## config.mk

```make
export PLATFORM = sky130hd
export DESIGN_NAME = aes_inv_ark_stage
export DESIGN_NICKNAME = d
export VERILOG_FILES = /design/src/rtl/aes_inv_pkg.sv /design/src/rtl/aes_skid_fifo2.sv /design/src/rtl/aes_inv_ark_stage.sv
export SDC_FILE = /design/constraint.sdc
export NUM_CORES = 2
export LEC_CHECK = 0
export ABC_AREA = 1
export ABC_CLOCK_PERIOD_IN_PS = 12950
export BUFFER_PORTS_ARGS = -buffer_cell sky130_fd_sc_hd__buf_2
export CAP_MARGIN = 0
export CORE_MARGIN = 5
export CORE_UTILIZATION = 26
export DETAILED_ROUTE_END_ITERATION = 10
export SLEW_MARGIN = 20
export SYNTH_ARGS = -nofsm -noshare
export SYNTH_HDL_FRONTEND = slang
export SYNTH_SLANG_ARGS = --single-unit
```

## constraint.sdc

```tcl
create_clock -name clk -period 12.95 [get_ports clk]
set_clock_uncertainty 0.2 [all_clocks]
set_input_delay 0.6475 -clock clk [delete_from_list [all_inputs] [get_ports clk]]
set_output_delay 0.6475 -clock clk [all_outputs]
set_load 0.01 [all_outputs]
```

## src/rtl/aes_inv_pkg.sv

```systemverilog
// Shared types and constants for the AES-128 inverse-cipher datapath.
//   NR / NK_ENTRIES : round count and round-key store depth (NR+1)
//   state_t, round_t: 128-bit state word and 4-bit round index
//   ark_entry_t     : one AddRoundKey result as held in the output buffer
//   is_mix_round()  : 1 when InvMixColumns applies to that round (1..NR-1)
package aes_inv_pkg;

   localparam int NR         = 10;
   localparam int NK_ENTRIES = NR + 1;

   typedef logic [127:0] state_t;
   typedef logic [3:0]   round_t;

   localparam round_t NR_R = round_t'(NR);

   typedef struct packed {
      state_t state;
      round_t round;
      logic   mix;
      logic   keyerr;
   } ark_entry_t;

   // Round 0 and the final round NR skip InvMixColumns.
   function automatic logic is_mix_round(input round_t r);
      return (r >= 4'd1) && (r <= (NR_R - 4'd1));
   endfunction

endpackage

```

## src/rtl/aes_skid_fifo2.sv

```systemverilog
// Two-entry valid/ready buffer, width-parameterised.
//   clk, rst_n           : clock, synchronous active-low reset
//   in_valid/in_ready    : upstream handshake, in_data accepted on valid && ready
//   out_valid/out_ready  : downstream handshake, head popped on valid && ready
//   in_data / out_data   : W-bit payload; out_data is the head entry
//
// Handshake: a transfer happens at a rising edge where valid && ready are both
// high. Producers hold valid and data stable until that edge. in_ready comes
// from a register (plus the reset gate) and never looks at out_ready, so the
// buffer cuts the ready path. out_data is stable while out_valid && !out_ready.
module aes_skid_fifo2 #(
   parameter int W = 8
) (
   input  logic         clk,
   input  logic         rst_n,
   input  logic         in_valid,
   output logic         in_ready,
   input  logic [W-1:0] in_data,
   output logic         out_valid,
   input  logic         out_ready,
   output logic [W-1:0] out_data
);

   logic [1:0]   count_q;
   logic [1:0]   count_n;
   logic         rdy_q;
   logic [W-1:0] head_q;
   logic [W-1:0] tail_q;
   logic         push;
   logic         pop;

   // rdy_q is the registered copy of (count < 2); gating with rst_n holds
   // in_ready low for the whole reset period, including before the first edge.
   assign in_ready  = rdy_q & rst_n;
   assign out_valid = (count_q != 2'd0);
   assign out_data  = head_q;
   assign push      = in_valid & in_ready;
   assign pop       = out_valid & out_ready;

   always_comb begin
      count_n = count_q;
      if (push && !pop) begin
         count_n = count_q + 2'd1;
      end else if (pop && !push) begin
         count_n = count_q - 2'd1;
      end
   end

   always_ff @(posedge clk) begin
      if (!rst_n) begin
         count_q <= 2'd0;
         rdy_q   <= 1'b0;
         head_q  <= '0;
         tail_q  <= '0;
      end else begin
         count_q <= count_n;
         rdy_q   <= (count_n != 2'd2);
         // The new entry lands in head when the head slot is (or becomes)
         // free this edge; otherwise it queues behind the current head.
         if (push && ((count_q == 2'd0) || pop)) begin
            head_q <= in_data;
         end else if (push) begin
            tail_q <= in_data;
         end else if (pop && (count_q == 2'd2)) begin
            head_q <= tail_q;
         end
      end
   end

endmodule

```

## src/rtl/aes_inv_ark_stage.sv

```systemverilog
// Registered AddRoundKey stage of the AES-128 inverse cipher.
//   clk, rst_n                    : clock, synchronous active-low reset
//   key_we, key_idx, key_data     : round-key store write port (idx > NR ignored)
//   in_valid, in_ready, in_state,
//   in_round                      : incoming state and its round index
//   out_valid, out_ready          : output buffer handshake
//   out_state                     : in_state XOR selected round key
//   out_round                     : round index carried through
//   out_mix                       : route through InvMixColumns (rounds 1..NR-1)
//   out_keyerr                    : key never loaded or round > NR; key taken as 0
module aes_inv_ark_stage
   import aes_inv_pkg::*;
(
   input  logic         clk,
   input  logic         rst_n,
   input  logic         key_we,
   input  logic [3:0]   key_idx,
   input  logic [127:0] key_data,
   input  logic         in_valid,
   output logic         in_ready,
   input  logic [127:0] in_state,
   input  logic [3:0]   in_round,
   output logic         out_valid,
   input  logic         out_ready,
   output logic [127:0] out_state,
   output logic [3:0]   out_round,
   output logic         out_mix,
   output logic         out_keyerr
);

   state_t                  key_q [NK_ENTRIES];
   logic [NK_ENTRIES-1:0]   loaded_q;
   logic                    key_wr;
   logic                    rd_ok;
   state_t                  rd_key;
   ark_entry_t              in_entry;
   ark_entry_t              out_entry;

   assign key_wr = rst_n && key_we && (key_idx <= NR_R);

   // Key contents carry no reset; loaded_q alone says which entries are valid.
   always_ff @(posedge clk) begin
      if (key_wr) begin
         key_q[key_idx] <= key_data;
      end
   end

   always_ff @(posedge clk) begin
      if (!rst_n) begin
         loaded_q <= '0;
      end else if (key_wr) begin
         loaded_q[key_idx] <= 1'b1;
      end
   end

   // The store is read before this edge's write lands, so a same-cycle write
   // to the selected index is not seen until the next accept.
   always_comb begin
      rd_ok  = 1'b0;
      rd_key = '0;
      if (in_round <= NR_R) begin
         rd_ok = loaded_q[in_round];
         if (rd_ok) begin
            rd_key = key_q[in_round];
         end
      end
   end

   always_comb begin
      in_entry.state  = in_state ^ rd_key;
      in_entry.round  = in_round;
      in_entry.mix    = is_mix_round(in_round);
      in_entry.keyerr = ~rd_ok;
   end

   aes_skid_fifo2 #(
      .W($bits(ark_entry_t))
   ) u_obuf (
      .clk       (clk),
      .rst_n     (rst_n),
      .in_valid  (in_valid),
      .in_ready  (in_ready),
      .in_data   (in_entry),
      .out_valid (out_valid),
      .out_ready (out_ready),
      .out_data  (out_entry)
   );

   assign out_state  = out_entry.state;
   assign out_round  = out_entry.round;
   assign out_mix    = out_entry.mix;
   assign out_keyerr = out_entry.keyerr;

endmodule

```

==> reports/metrics.cfg <==
[die]
row_count = 196
dieArea_um2 = 297000
die_h_um = 545
fp.dieW_um = 545
core-area_um2 = 285000
io_pins = 405
initial_core_util = 0.261

[clock_tree]
cts_buffers = 191
clock_tree.buffer_depth = 4
cts_tree = done
htreeDepth = 4
clkTransAtPathRegs_ps = 60
root_buffer = clkbuf_16
clk_latency_ps = 860
cts_resized = 0
cts.sinks = 1690

[synth]
synth_ff_type = edfxtp_1
synth_top_area_share = 0.568
yosys.area.top_type = edfxtp_1
yosysMostFrequentCell = nand2_1
ys_ff_latch = 1690
yosysWarnings = 0
synth_edf_count = 1408
seq_area_frac_synth = 0.643
synth-async-reset-ratio = 0
syn_inst = 7882
synth_top_cells_by_area = edfxtp_1 57%, nand2_1 16%, dfxtp_1 7.6%
synth_nets = 8153
syn_avg_cell_area_um2 = 9.45
synth_commonest_cells = 3113 x nand2_1, 1408 x edfxtp_1, 992 x inv_1
synth_area_um2 = 74500
synth.distinct_cells = 31

[timing]
timing.setup.tns_ps = 0
max-slew-margin-rel = 0.234
finalSetupViolCount = 0
finalHoldViolCount = 0
rsz0062_at_grt = false
min_period_ps = 4210
tightest_slew_ps = 1150
max_freq_mhz = 238
maxSlewViolCount = 0
fin_crit_sh = 0.325

[detailed_routing]
met2_length_um = 116000
routed_via_density = 4.41
top_layer = met5
num_vias = 54500
drt_iter0_drc = 3818
wl_met1_um = 102000
firstDrtPassIters = 6
routed-wl-met3_um = 12800
drc_errors = 0
ant_nets = 0
routedWlPerCell_um = 19.3
wl_um = 239000

[setup_path]
crit_type = primary input to flop
reg2reg_depth = 13
rrSetupSlack_ps = 8900
cp.arrival_ps = 4490
cp-end-kind = flop
critPathMaxFanout = 39
cp.required_ps = 13230
r2r_end = u_obuf.out_data[62]
crit_path_start_kind = primary input
r2r_start = u_obuf.count_q[0]

[final_layout]
design_area_um2 = 88900
syn2layout_area_growth_pct = 19.4
drive_gt1_frac = 0.110
fin_nets = 8685

[pwr]
powerDensity_nw_per_um2 = 143
pwr-share-clk = 0.434
ir_worst_vdd_uv = 115
p_comb_frac = 0.091
leakage_nw = 37.5
swShare = 0.248
p_int_w = 0.00956
pwr-share-seq = 0.475
net-switching-power_w = 0.00315

[placed_design]
postPlaceCellArea_um2 = 79900
io_buffers = 404
dpl.hpwl_um = 137000
globalplace.congestion = 0.748

[job]
drv.max_cap_violation_count = 0

[run_status]
status = finished, final reports clean

[global_routing]
antenna_found_initial = 51
grt_pass1_vias = 52000
grt_pass1_wl_um = 351000
overflow = 0
grt_max_degree = 170
groute.usage.overall = 0.155

[hold_path]
hold_end = u_obuf.tail_q[76]
whs_path_depth = 6
hold_path.class = primary input to flop
hold_path.startpoint = in_state[70]

## worst max path at each step
stage                   end  cells past startpoint  slack (ps)    from
6_report       key_q[4][14]                     10        8740  key_we
5_1_grt        key_q[4][32]                     10        8610  key_we
4_1_cts        key_q[4][32]                     10        8690  key_we
3_5_place_dp   key_q[4][17]                      9        7920   rst_n
3_3_place_gp   key_q[4][17]                      9        7930   rst_n
2_1_floorplan   key_q[7][0]                      3        2260   rst_n
## sequential cells by signal (all words and copies together), names as in the netlist
| register | count |
|---|---|
| key_q | 1408 |
| loaded_q | 11 |
| u_obuf.count_q | 2 |
| u_obuf.out_data | 134 |
| u_obuf.rdy_q | 1 |
| u_obuf.tail_q | 134 |
## logic make-up (layout without fill, tap and decap cells)
logic type / Yosys count / after routing / synth area share
AND/OR/NAND/NOR: 4184 / 4184 / 0.226
flip-flops: 1690 / 1690 / 0.643
buffers and inverters: 1457 / 2150 / 0.0832
AO/OA/AOI/OAI: 548 / 548 / 0.0465
adder cells (fa/ha/maj): 2 / 2 / 0.000336
XOR/XNOR: 1 / 1 / 0.000118
other: 0 / 27 / 0
## per-stage QoR
| stage | worst slack [ps] | power, W | cells | util | hold WS, ps |
|---|---|---|---|---|---|
| floorplan | 2260 | 0.00681 | 7882 | - | 240 |
| global placement | 7930 | 0.00723 | 11700 | 0.280 | 249 |
| detailed placement | 7920 | 0.00724 | 11700 | 0.280 | 253 |
| CTS | 8690 | 0.0129 | 12300 | 0.311 | 1.14 |
| global route | 8610 | 0.0132 | 12300 | 0.312 | 39.5 |
| finish | 8740 | 0.0127 | 12400 | 0.312 | 73.0 |
## repair_timing
action,in CTS,in global routing
buffers inserted,0,0
hold buffers,254,0
hold endpoints to repair,1655,0
setup endpoints to repair,0,0
## power by group through the flow
stage / clock network (W) / registers [W] / logic [W]
2_1_floorplan: 0 / 0.00617 / 0.000643
3_3_place_gp: 0 / 0.00616 / 0.00108
3_5_place_dp: 0 / 0.00616 / 0.00109
4_1_cts: 0.00565 / 0.00604 / 0.00117
5_1_grt: 0.00587 / 0.00605 / 0.00128
6_report: 0.00551 / 0.00604 / 0.00116
## metal layers
layer  track usage  vias up
met5             0        -
met4        0.0533       30
met3        0.0251      411
met2         0.267     1476
met1         0.198    26100
li1              -    26500
## final cells by class
type | count | area [µm²]
inverter | 1055 | 4000
clock inverter | 99 | 1130
multi-input combinational | 4735 | 20500
antenna | 27 | 67.6
fill | 29300 | 196000
clock buffer | 255 | 5220
timing repair buffer | 741 | 5370
sequential | 1690 | 47900
tap | 3762 | 4710
## critical path, cell delays in order
cell	delay [ps]
dlygate4sd3_1	520
buf_2	120
nand3_1	70
inv_1	110
nand2_1	180
nor2_4	120
buf_4	440
buf_4	730
buf_4	700
buf_4	750
## layout by cell type (no fill, tap or decap), drive strengths merged
master / count
clkinvlp: 8
o21a: 9
a21oi: 266
o21bai: 128
nor2: 161
buf: 487
clkinv: 69
o221a: 1
o22ai: 1
nand3: 907
nand2: 3115
clkbuf: 255
xor2: 1
edfxtp: 1408
inv: 1059
bufinv: 18
dlygate4sd3: 254
nor3: 1
o221ai: 4
o21ai: 139
dfxtp: 282
diode: 27
ha: 2
(Power assumes the default switching activity.)
